<file path="src/rtl/shift_serializer.sv">
//------------------------------------------------------------------------------
// Module  : shift_serializer
// Brief   : Parallel-to-serial framer with valid/ready input, stall and
//           gapless back-to-back words.
// Revision: 1.0 - initial release
//------------------------------------------------------------------------------
`default_nettype none

module shift_serializer #(
  parameter int WIDTH     = 8,
  parameter int MSB_FIRST = 1
) (
  input  logic             clk,
  input  logic             rst_n,
  input  logic             i_valid,
  output logic             o_ready,
  input  logic [WIDTH-1:0] i_data,
  input  logic             i_hold,
  output logic             o_ser_dout,
  output logic             o_ser_valid,
  output logic             o_frame_start,
  output logic             o_frame_done,
  output logic             o_busy
);

  localparam int                 CNT_W    = $clog2(WIDTH);
  localparam logic [CNT_W-1:0]   LAST_CNT = CNT_W'(WIDTH - 1);
  localparam logic [CNT_W-1:0]   ZERO_CNT = '0;
  localparam logic [CNT_W-1:0]   ONE_CNT  = CNT_W'(1);

  localparam logic [0:0] S_IDLE  = 1'b0;
  localparam logic [0:0] S_SHIFT = 1'b1;

  logic [0:0]       state_q, state_d;
  logic [WIDTH-1:0] shreg_q, shreg_d;
  logic [CNT_W-1:0] bit_cnt_q, bit_cnt_d;

  logic             w_in_shift;
  logic             w_last;
  logic             w_release;
  logic             w_ready;
  logic             w_accept;
  logic [WIDTH-1:0] w_shifted;
  logic             w_out_bit;

  // Output end of the shift register and its 0-filled advance toward it.
  if (MSB_FIRST != 0) begin : g_msb_first
    assign w_shifted = {shreg_q[WIDTH-2:0], 1'b0};
    assign w_out_bit = shreg_q[WIDTH-1];
  end else begin : g_lsb_first
    assign w_shifted = {1'b0, shreg_q[WIDTH-1:1]};
    assign w_out_bit = shreg_q[0];
  end

  assign w_in_shift = (state_q == S_SHIFT);
  assign w_last     = w_in_shift && (bit_cnt_q == LAST_CNT);
  assign w_release  = w_last && !i_hold;
  assign w_ready    = !w_in_shift || w_release;
  assign w_accept   = w_ready && i_valid;

  always_ff @(posedge clk or negedge rst_n) begin
    if (!rst_n) begin
      state_q   <= S_IDLE;
      shreg_q   <= '0;
      bit_cnt_q <= '0;
    end else begin
      state_q   <= state_d;
      shreg_q   <= shreg_d;
      bit_cnt_q <= bit_cnt_d;
    end
  end

  always_comb begin
    state_d   = state_q;
    shreg_d   = shreg_q;
    bit_cnt_d = bit_cnt_q;
    case (state_q)
      S_IDLE: begin
        if (w_accept) begin
          shreg_d   = i_data;
          bit_cnt_d = ZERO_CNT;
          state_d   = S_SHIFT;
        end
      end
      S_SHIFT: begin
        if (!i_hold) begin
          if (w_last) begin
            // Reload on the last bit so the next word follows with no gap.
            if (w_accept) begin
              shreg_d   = i_data;
              bit_cnt_d = ZERO_CNT;
            end else begin
              state_d = S_IDLE;
            end
          end else begin
            shreg_d   = w_shifted;
            bit_cnt_d = bit_cnt_q + ONE_CNT;
          end
        end
      end
      default: begin
        state_d = S_IDLE;
      end
    endcase
  end

  always_comb begin
    o_ready       = w_ready;
    o_busy        = w_in_shift;
    o_ser_valid   = w_in_shift;
    o_ser_dout    = w_in_shift && w_out_bit;
    o_frame_start = w_in_shift && (bit_cnt_q == ZERO_CNT);
    o_frame_done  = w_release;
  end

endmodule

`default_nettype wire

</file>
<file path="config.mk">
export PLATFORM = sky130hd
export DESIGN_NAME = shift_serializer
export DESIGN_NICKNAME = d
export VERILOG_FILES = /design/src/rtl/shift_serializer.sv
export SDC_FILE = /design/constraint.sdc
export NUM_CORES = 1
export LEC_CHECK = 0
export CAP_MARGIN = 20
export CELL_PAD_IN_SITES_DETAIL_PLACEMENT = 1
export CELL_PAD_IN_SITES_GLOBAL_PLACEMENT = 2
export CORE_ASPECT_RATIO = 1.25
export CORE_UTILIZATION = 37
export CTS_CLUSTER_SIZE = 30
export DETAILED_ROUTE_END_ITERATION = 16
export DONT_BUFFER_PORTS = 1
export PLACE_DENSITY = 0.89
export SLEW_MARGIN = 20
export SYNTH_ARGS = -nofsm -noshare
export SYNTH_HDL_FRONTEND = slang
export SYNTH_SLANG_ARGS = --single-unit
</file>
<file path="constraint.sdc">
create_clock -name clk -period 3.9 [get_ports clk]
set_input_delay 0.78 -clock clk [delete_from_list [all_inputs] [get_ports clk]]
set_output_delay 0.78 -clock clk [all_outputs]
set_load 0.02 [all_outputs]
</file>
== Word level (Yosys, flattened, before mapping) ==
Index checks and enable logic that the tools add are counted.
Storage, ports and cells
  register bits: 12
  bits in read-only memories: 0
  RAM bits: 0
  input bits: 12
  output and inout port bits: 6
  memories: 0
  latch bits: 0
Operators by class
  multiply operators: 0
  magnitude comparators: 0
  equality and inequality tests: 2
  add/subtract/negate cells: 1
  shifts and indexed selects: 0
  bitwise operators: 1
  muxes and demuxes: 12
  reduce and logical (&&, ||, !) cells: 9
  divide/modulo/power cells: 0
Operators with widths (number)
  8-bit two-way mux: 3
  8-bit case mux with 2 select lines: 1
  3-bit two-way mux: 3
  3-bit case mux with 2 select lines: 1
  1-bit logical AND: 5
  3-bit by 1-bit adder with 3-bit output (second input constant): 1
  3-bit equality test (second input constant): 1
  3-bit zero test: 1
  1-bit two-way mux: 3
  1-bit zero test: 2
  2-bit inequality test (second input constant): 1
  1-bit case mux with 2 select lines: 1
  1-bit logical OR: 1
  1-bit NOT: 1

== Depth between registers and ports, before layout ==
Gate-level depths: netlist of run 1.
  depth in word-level cells: 9
  mapped depth: 6
  mapped depth without buffers: 5

== Least setup slack after synthesis of run 1 ==
OpenSTA, ideal clock, no wires.
  kind: input -> output
  from: in i_hold
  to: out o_frame_done
  buffers on the path: 1
  slack: 1792 ps
  cell stages on the path: 3
  data required time: 3120 ps
  arrival time: 1328 ps
  cells stage by stage: nand2b_1 -> buf_6 -> nor2_1
Between the ends
  longest elaborated chain between the ends: 2
RTL lines
  start, declared: RTL line 18  | input logic i_hold,
  1-bit zero test
  1-bit logical AND: RTL line 57  | assign w_release = w_last && !i_hold;
  end, declared: RTL line 22  | output logic o_frame_done,
No other way between the ends.

== Worst setup path in the final report of run 1 ==
  from: reg state_q (netlist: o_busy)
  to: out o_ser_dout
Between the ends
  longest elaborated chain between the ends: 1
RTL lines
  start, declared: RTL line 34  | logic [0:0] state_q, state_d;
  start signal, assigned: RTL line 67  | state_q <= state_d;
  1-bit logical AND: RTL line 111  | o_ser_dout = w_in_shift && w_out_bit;
  end, declared: RTL line 19  | output logic o_ser_dout,
No other way between the ends.

==> flow_summary_export.csv, run 1 <==
group,metric,value,unit
timing,setup_viol_count_final,0,
routing,drt-vias-per-instance,5.771,
logic_synthesis,synthMostInstantiatedCell,"sky130_fd_sc_hd__dfrtp_1",
setup_path,critical_path.max_fanout,15,
global_routing,grtUsageMet3,0.03982,
setup_path,worstPathRequired,3120,ps
place,place.gp.congestion,0.7621,
die,die-area,2080,µm²
routing,post-route-drc-count,0,
routing,num_vias,554,
pwr,power_per_cell_area,624.2,nW/µm²
clock_network,cts_resized,0,
die,dieWidth,40.99,µm
logic_synthesis,synth.distinct_cells,18,
place,buffer_ports.inserted,0,
run_status,outcome,"completed",
clock_network,cts_sinks,12,
logic_synthesis,fraction_of_post_synthesis_cell_area_in_the_top_cell_type_by_area,0.4270,
global_routing,grt.total_usage,0.2092,
logic_synthesis,yosys_warnings,0,
clock_network,max-clock-path-buffers,2,
cells_and_area,final_nets,94,
timing,timing.final.crit_period,2541,ps
pwr,worst_ir_drop_vdd,274.6,µV
global_routing,global_route.usage.met1,0.2125,
logic_synthesis,synth_sequential_area_ratio,0.4270,
logic_synthesis,synth.cell_area,703.2,µm²
timing,timing.clock.skew,2.021,ps
die,core.rowCount,17,
clock_network,ctsHoldBuffers,0,
place,dp.final_hpwl,1203,µm
timing,final_period_util,0.6515,
setup_path,timing.critical_path.arrival,1760,ps
place,dpl.cell_count,93,
place,detailedPlace.worstSlack,1635,ps
clock_network,clock_insertion_delay_worst_skew,280,ps
setup_path,worstSetupStartpointType,"flop",
routing,detailedRoute.firstPassIterationCount,2,
die,num_io_pins,18,
setup_path,cp-end-kind,"primary output",
global_routing,global_route.usage.met2,0.3490,
logic_synthesis,yosys_reg_bits,12,
setup_path,worstSetupPathType,"flop to primary output",
timing,maxSlewViolCount,0,
routing,route.antenna.remaining_nets,0,
flow_run,max_cap_viol_count,0,
logic_synthesis,top_cells_by_area_synth,"sky130_fd_sc_hd__dfrtp_1 43%, sky130_fd_sc_hd__nand2b_1 8.9%, sky130_fd_sc_hd__a211oi_1 7.5%, sky130_fd_sc_hd__a21oi_1 5.7%, sky130_fd_sc_hd__nor3_1 5.7%",
routing,detailed_route_iter0_violations,4,
clock_network,number_of_buffers_inserted_by_post_cts_setup_repair,0,
timing,final.setup.tns,0,ps
logic_synthesis,asyncSetResetFlopFracSynth,1.000,
timing,slew-limit-headroom,0.4734,
cells_and_area,layout.cells.non_filler,96,
timing,rsz_0062_raised_after_global_routing,"no",
global_routing,gr-max-usage-layer,"met2",
logic_synthesis,synth_top_cells_by_count,"12 x sky130_fd_sc_hd__dfrtp_1, 10 x sky130_fd_sc_hd__inv_1, 10 x sky130_fd_sc_hd__nand2b_1, 8 x sky130_fd_sc_hd__a21oi_1, 8 x sky130_fd_sc_hd__nor3_1",
global_routing,grt_pass1_vias,609,
min_path,hold_path.class,"input pin to asynchronous set/reset pin",
clock_network,worst_setup_hold_path_clk_slew,70,ps
clock_network,cts.htree.levels,1,
timing,worst_slew_pin_slew,789.9,ps
global_routing,global_route_wire_length_before_repair,2766,µm
logic_synthesis,ys.flop_type,"sky130_fd_sc_hd__dfrtp_1",
die,core,1765,µm²
global_routing,antenna_violations_before_repair,0,
global_routing,remaining_global_route_overflow,0,
logic_synthesis,synth_area_per_cell,8.901,µm²
timing,final_critical_path_setup_slack,1359,ps
routing,detail_route.wl_per_cell,16.69,µm
global_routing,grt_max_degree,16,
clock_network,clock_root_buffer,"sky130_fd_sc_hd__clkbuf_4",
cells_and_area,antennaDiodeCount,0,
cells_and_area,flow.area_growth_from_synthesis,1.779,%
clock_network,tritoncts.num_buffers,3,
clock_network,cts_tree,"done",
routing,finalWirelength,1602,µm
logic_synthesis,mapped_cells,79,
timing,count_of_final_hold_check_violations,0,
logic_synthesis,synthDominantAreaCellType,"sky130_fd_sc_hd__dfrtp_1",
timing,achievable-frequency,393.6,MHz
logic_synthesis,synth-edff-count,0,
die,die_height,50.74,µm
logic_synthesis,synth_net_count,94,
die,effective_utilization_at_floorplan,0.3983,
cells_and_area,drive_above_1_share,0.06494,
pwr,p_leak,0.3320,nW
[state kept, by name, indices dropped and copies added (netlist names)]
register / count
shreg_q: 8
bit_cnt_q: 3
o_busy: 1
[worst paths after layout]
check / slack, ps / from / to / cells after the start
worst min-delay path: 190 / rst_n / bit_cnt_q[0] / 0
worst min register to register: 510 / shreg_q[0] / shreg_q[0] / 1
min in group clk: 510 / shreg_q[0] / shreg_q[0] / 1
max in group asynchronous: 3640 / rst_n / shreg_q[4] / 0
worst max register to register: 2080 / bit_cnt_q[0] / shreg_q[0] / 5
worst max-delay path: 1360 / o_busy / o_ser_dout / 2
[final cells by class]
cell class,instances,area (µm²)
fillers,220,1050
well taps,19,23.77
clock buffers,3,22.52
flip-flops and latches,12,300.3
inverters,10,37.54
multi-input cells,52,331.6
[routing by layer]
| layer | vias to the layer above | part of all wire | wire length (µm) |
|---|---|---|---|
| li1 | 265 | - | - |
| met1 | 270 | 0.42 | 673 |
| met2 | 14 | 0.51 | 815 |
| met3 | 5 | 0.033 | 53 |
| met4 | 0 | 0.037 | 59 |
| met5 | - | 0 | 0 |
[per-stage QoR]
| step | power (W) | area [µm²] | util | hold slack, ps |
|---|---|---|---|---|
| 5_1_grt | 0.0004885 | 715.7 | 0.4054 | 172.4 |
| 3_5_place_dp | 0.0003750 | 693.2 | 0.3926 | 484.7 |
| 2_1_floorplan | 0.0003417 | 703.2 | - | 467.0 |
| 4_1_cts | 0.0004542 | 715.7 | 0.4054 | 181.8 |
| 6_report | 0.0004467 | 715.7 | 0.4054 | 186.6 |
| 3_3_place_gp | 0.0003662 | 693.2 | 0.3926 | 484.8 |
[worst max-delay path, cell delays in order (launching register included)]
cell and delay (ps):
sky130_fd_sc_hd__dfrtp_1 860, sky130_fd_sc_hd__inv_1 230, sky130_fd_sc_hd__nor2_1 390
[logic make-up (layout without fill, tap and decap cells)]
group           count (synthesis)  count (layout)  share of synthesized area
compound gates                 22              22                     0.2171
buf+inv                        15              13                     0.1014
simple gates                   27              27                     0.2011
flops                          12              12                     0.4270
fa+ha+maj                       3               3                    0.05339
[cells in the final DEF, fill, tap and decap left out, drive strengths merged]
master,netlist,layout
a211oi,7,7
clkbuf,0,3
o2bb2ai,3,3
nand2b,10,10
a22oi,2,2
dfrtp,12,12
o21ai,1,1
nand2,3,3
nor2,5,5
nor3,8,8
ha,3,3
a32o,1,1
inv,10,10
nor2b,1,1
a21oi,8,8
[report_power, final]
| part | switching (W) | internal [W] |
|---|---|---|
| logic | 0.0000956 | 0.0000601 |
| registers | 0.0000404 | 0.000173 |
| clock network | 0.0000423 | 0.0000359 |
Power figures use the tool's default switching activity.
==> run 2: changes to the inputs <==
- CORE_UTILIZATION: 37 -> 31
- PLACE_DENSITY: 0.89 -> 0.81
- clock period: 3.9 -> 2.2 ns (I/O delays scaled with it)
==> flow_summary_export.csv, run 2 (synthesis results as in run 1) <==
group,metric,value,unit
run_status,outcome,"completed",
cells_and_area,most_common_cell_after_layout_fill_and_taps_aside,"sky130_fd_sc_hd__dfrtp_1",
timing,achievable-frequency,497.6,MHz
place,detailedPlace.worstSlack,489.1,ps
setup_path,worstPathRequired,1760,ps
global_routing,grt.total_usage,0.1467,
setup_path,critical_path.max_fanout,5,
place,buffer_ports.inserted,0,
timing,maxSlewViolCount,0,
clock_network,cts_resized,0,
pwr,p_leak,0.3446,nW
timing,slew-limit-headroom,0.6164,
clock_network,clock_insertion_delay_worst_skew,260,ps
timing,timing.final.crit_period,2010,ps
cells_and_area,fillers,244,
min_path,hold_path.class,"input pin to flop",
min_path,whs_endpoint,"o_busy",
timing,timing.clock.skew,0.4006,ps
setup_path,critPathTopFamily,"simple AND/OR/NAND/NOR gates",
setup_path,cp-end-kind,"primary output",
timing,final_period_util,0.9135,
pwr,worst_ir_drop_vdd,387.6,µV
place,place_area,721.9,µm²
die,die-area,2464,µm²
clock_network,cts_tree,"done",
setup_path,timing.critical_path.mode_cell,"sky130_fd_sc_hd__ha_1",
setup_path,timing.rr.end,"shreg_q[2]",
min_path,min_delay_path_depth,1,
routing,num_vias,567,
cells_and_area,layout_common_cells,"12 x sky130_fd_sc_hd__dfrtp_1, 10 x sky130_fd_sc_hd__inv_1, 10 x sky130_fd_sc_hd__nand2b_1, 8 x sky130_fd_sc_hd__nor3_1, 8 x sky130_fd_sc_hd__a21oi_1",
timing,worst_slew_pin_slew,573.5,ps
cells_and_area,drive_above_1_share,0.08750,
routing,route.antenna.remaining_nets,0,
setup_path,worstSetupStartpointType,"flop",
routing,post-route-drc-count,0,
cells_and_area,fin_area,754.5,µm²
min_path,holdCritStartpoint,"i_valid",
flow_run,max_cap_viol_count,0,
timing,final.setup.tns,0,ps
timing,post_route_worst_hold_slack,279.5,ps
setup_path,cells_along_the_critical_path,"ha_1 > ha_1 > nand2b_1 > nor2_1",
pwr,fin_total_pwr,0.0007918,W
timing,setup_viol_count_final,0,
pwr,power_per_cell_area,1049,nW/µm²
timing,final_critical_path_setup_slack,190.4,ps
pwr,clkPwrFrac,0.168,
cells_and_area,flow.area_growth_from_synthesis,7.295,%
setup_path,timing.critical_path.arrival,1570,ps
pwr,combPwrFrac,0.370,
pwr,switching_power,0.0003096,W
setup_path,worstReg2RegStart,"bit_cnt_q[0]",
die,num_io_pins,18,
cells_and_area,antennaDiodeCount,0,
setup_path,slack_of_the_worst_reg_to_reg_path,580,ps
routing,drt-vias-per-instance,5.155,
routing,detailed_route_iter0_violations,6,
global_routing,grt_pass1_vias,560,
clock_network,cts_sinks,12,
place,dp.final_hpwl,1183,µm
setup_path,r2r_cells,6,
die,core,2049,µm²
setup_path,worstSetupPathType,"flop to primary output",
setup_path,crit_buf_inv,0,
die,effective_utilization_at_floorplan,0.3431,
setup_path,critPathSlowestCell,"sky130_fd_sc_hd__dfrtp_1",
pwr,power.share.switching,0.3910,
clock_network,max-clock-path-buffers,2,
cells_and_area,largest_register,"shreg_q",
global_routing,grt_max_degree,15,
cells_and_area,final_nets,97,
timing,rsz_0062_raised_after_global_routing,"no",
die,core.rowCount,18,
pwr,internal-power,0.0004822,W
setup_path,critPathMaxStageDelay,420,ps
routing,finalWirelength,1557,µm
timing,count_of_final_hold_check_violations,0,
cells_and_area,largest_reg_flops,8,
routing,detailedRoute.firstPassIterationCount,4,
routing,detail_route.wl_per_cell,14.15,µm
die,die_height,55.25,µm
global_routing,antenna_violations_before_repair,0,
pwr,share_seq_of_total_power,0.462,
clock_network,clock_root_buffer,"sky130_fd_sc_hd__clkbuf_4",
die,dieWidth,44.60,µm
place,place.gp.congestion,0.7182,
clock_network,tritoncts.num_buffers,3,
global_routing,remaining_global_route_overflow,0,
global_routing,global_route_wire_length_before_repair,2594,µm
clock_network,cts.htree.levels,1,
clock_network,worst_setup_hold_path_clk_slew,70,ps
[run 2: cell types whose count changed in the layout (fill, tap and decap cells not counted)]
cell                            before  now
sky130_fd_sc_hd__buf_4               0    2
sky130_fd_sc_hd__dlygate4sd3_1       0    1
[run 2: power groups by stage]
stage	Sequential, W	Clock [W]	Combinational [W]
finish	0.000366	0.000133	0.000293
global route	0.000378	0.000155	0.000332
detailed placement	0.000371	0	0.000291
global placement	0.000365	0	0.000288
CTS	0.000366	0.000138	0.000302
floorplan	0.000357	0	0.000248
[run 2: how the worst max path moves through the flow]
stage                     cells after the start           end    startpoint  slack [ps]
after global routing                          4  o_frame_done  bit_cnt_q[0]          40
after detailed placement                      4  o_frame_done  bit_cnt_q[0]         490
after CTS                                     4  o_frame_done  bit_cnt_q[0]         180
after global placement                        4  o_frame_done  bit_cnt_q[0]         540
after floorplan                               5  o_frame_done  bit_cnt_q[0]         550
final                                         4  o_frame_done  bit_cnt_q[0]         190
[run 2: layout make-up]
class / instances / area, µm² / share of cell area
timing repair buffer: 3 / 25.02 / 0.03317
tap: 30 / 37.54 / 0.04975
sequential: 12 / 300.3 / 0.3980
clock buffer: 3 / 22.52 / 0.02985
inverter: 10 / 37.54 / 0.04975
multi-input combinational: 52 / 331.6 / 0.4395
[run 2: timing repair]
action	CTS	global route
setup buffers	0	0
endpoints found under the hold margin	12	0
hold buffers	1	0
setup endpoints to repair	0	0
[run 2: metrics by stage]
stage | instances | utilization
detailed placement | 106 | 0.3523
finish | 110 | 0.3681
global placement | 106 | 0.3523
floorplan | 79 | -
CTS | 110 | 0.3681
global route | 110 | 0.3681
[run 2: per-layer routing]
metal / global-route usage / share of wire
met5: 0 / 0
met4: 0.07792 / 0.0083
met2: 0.2227 / 0.50
met1: 0.1830 / 0.43
met3: 0.04248 / 0.051
==> run 3: changes to the inputs <==
- CORE_MARGIN: not set -> 3
==> flow_summary_export.csv, run 3 (synthesis results as in run 1) <==
group,metric,value,unit
timing,timing.final.crit_period,2014,ps
cells_and_area,largest_register,"shreg_q",
clock_network,cts_sinks,12,
timing,final.setup.tns,0,ps
die,core,2072,µm²
clock_network,cts_tree,"done",
cells_and_area,drive_above_1_share,0.09877,
die,num_io_pins,18,
clock_network,max-clock-path-buffers,2,
cells_and_area,finish.utilization,0.3708,
place,detailedPlace.worstSlack,476.8,ps
place,dp.final_hpwl,1229,µm
cells_and_area,final_nets,97,
cells_and_area,antennaDiodeCount,0,
timing,achievable-frequency,496.6,MHz
cells_and_area,fin_area,768.2,µm²
pwr,p_leak,0.3518,nW
clock_network,worst_setup_hold_path_clk_slew,70,ps
place,place_area,721.9,µm²
setup_path,critical_path.max_fanout,5,
timing,post_route_worst_hold_slack,286.6,ps
global_routing,global_route_wire_length_before_repair,2898,µm
clock_network,cts.htree.levels,1,
place,buffer_ports.inserted,0,
timing,slew-limit-headroom,0.6134,
die,core.rowCount,18,
timing,setup_viol_count_final,0,
clock_network,number_of_buffers_inserted_by_post_cts_setup_repair,0,
timing,timing.clock.skew,14.36,ps
die,die-area,2880,µm²
setup_path,slack_of_the_worst_reg_to_reg_path,580,ps
die,dieWidth,48.60,µm
clock_network,clock_root_buffer,"sky130_fd_sc_hd__clkbuf_4",
timing,rsz_0062_raised_after_global_routing,"no",
routing,finalWirelength,1627,µm
timing,maxSlewViolCount,0,
global_routing,grtUsageMet3,0.02267,
routing,detail_route.wl_per_cell,14.66,µm
clock_network,clock_insertion_delay_worst_skew,280,ps
timing,worst_slew_pin_slew,578.0,ps
routing,post-route-drc-count,0,
pwr,worst_ir_drop_vdd,408.8,µV
clock_network,tritoncts.num_buffers,3,
global_routing,gr-max-usage-layer,"met2",
routing,detailed_route_iter0_violations,4,
setup_path,critical_path.startpoint,"bit_cnt_q[0]",
die,die_height,59.25,µm
pwr,power_per_cell_area,1094,nW/µm²
global_routing,global_route.usage.met2,0.2214,
min_path,hold_path.class,"input pin to flop",
cells_and_area,layout_common_cells,"12 x sky130_fd_sc_hd__dfrtp_1, 10 x sky130_fd_sc_hd__inv_1, 10 x sky130_fd_sc_hd__nand2b_1, 8 x sky130_fd_sc_hd__nor3_1, 8 x sky130_fd_sc_hd__a21oi_1",
setup_path,worstSetupPathType,"flop to primary output",
routing,num_vias,564,
cells_and_area,flow.area_growth_from_synthesis,9.253,%
setup_path,timing.critical_path.arrival,1570,ps
run_status,outcome,"completed",
setup_path,worstSetupEndpoint,"o_frame_done",
cells_and_area,largest_reg_flops,8,
timing,count_of_final_hold_check_violations,0,
global_routing,grt.total_usage,0.1324,
routing,drt-vias-per-instance,5.081,
global_routing,grt_max_degree,15,
cells_and_area,most_common_cell_after_layout_fill_and_taps_aside,"sky130_fd_sc_hd__dfrtp_1",
setup_path,worstPathRequired,1760,ps
timing,final_critical_path_setup_slack,186.5,ps
setup_path,cp-end-kind,"primary output",
routing,route.antenna.remaining_nets,0,
clock_network,ctsHoldBuffers,1,
clock_network,cts_resized,0,
die,effective_utilization_at_floorplan,0.3394,
timing,final_period_util,0.9152,
global_routing,remaining_global_route_overflow,0,
place,place.gp.congestion,0.7370,
setup_path,timing.rr.end,"shreg_q[1]",
setup_path,worstSetupStartpointType,"flop",
global_routing,global_route.usage.met1,0.1583,
setup_path,r2r_cells,5,
cells_and_area,fillers,257,
global_routing,antenna_violations_before_repair,0,
routing,detailedRoute.firstPassIterationCount,4,
setup_path,worstReg2RegStart,"bit_cnt_q[0]",
global_routing,grt_pass1_vias,632,
flow_run,max_cap_viol_count,0,
run 3: cell types whose count changed in the layout (fill, tap and decap cells not counted), sizes merged:
cell    delta
clkbuf     +1
run 3: stage by stage:
stage / cells / power (W)
3_3_place_gp: 106 / 0.0006550
6_report: 111 / 0.0008404
4_1_cts: 111 / 0.0008553
3_5_place_dp: 106 / 0.0006621
2_1_floorplan: 79 / 0.0006057
5_1_grt: 111 / 0.0009169
run 3: report_power, final:
part           switching (W)  leakage [nW]  internal [W]  total, W
registers          0.0000611         0.136      0.000306  0.000367
clock network      0.0000802        0.0210      0.000101  0.000181
logic               0.000180         0.195      0.000113  0.000293
total               0.000321         0.352      0.000519  0.000840
run 3: layout make-up:
cell class	instances	area (µm²)	share of cell area
multi-input combinational	52	331.6	0.4316
sequential	12	300.3	0.3909
inverter	10	37.54	0.04886
tap	30	37.54	0.04886
clock buffer	4	36.28	0.04723
timing repair buffer	3	25.02	0.03257
run 3: worst min path at each step:
stage / start / end / slack [ps] / cells past startpoint
after CTS: i_valid / o_busy / 280 / 1
after global routing: i_valid / o_busy / 280 / 1
after global placement: rst_n / bit_cnt_q[1] / 140 / 0
after floorplan: rst_n / bit_cnt_q[0] / 140 / 0
after detailed placement: rst_n / bit_cnt_q[1] / 140 / 0
final: i_valid / o_busy / 290 / 1
run 3: per-layer routing:
metal  routed length, µm  up-vias
li1                    -      271
met1                 713      270
met2                 763       18
met3                 109        5
met4                  40        0
met5                   0        -
run 3: critical path: stages, from the launching register on:
cell                       delay (ps)
sky130_fd_sc_hd__dfrtp_1          410
sky130_fd_sc_hd__ha_1             170
sky130_fd_sc_hd__ha_1             220
sky130_fd_sc_hd__nand2b_1         160
sky130_fd_sc_hd__nor2_1           350
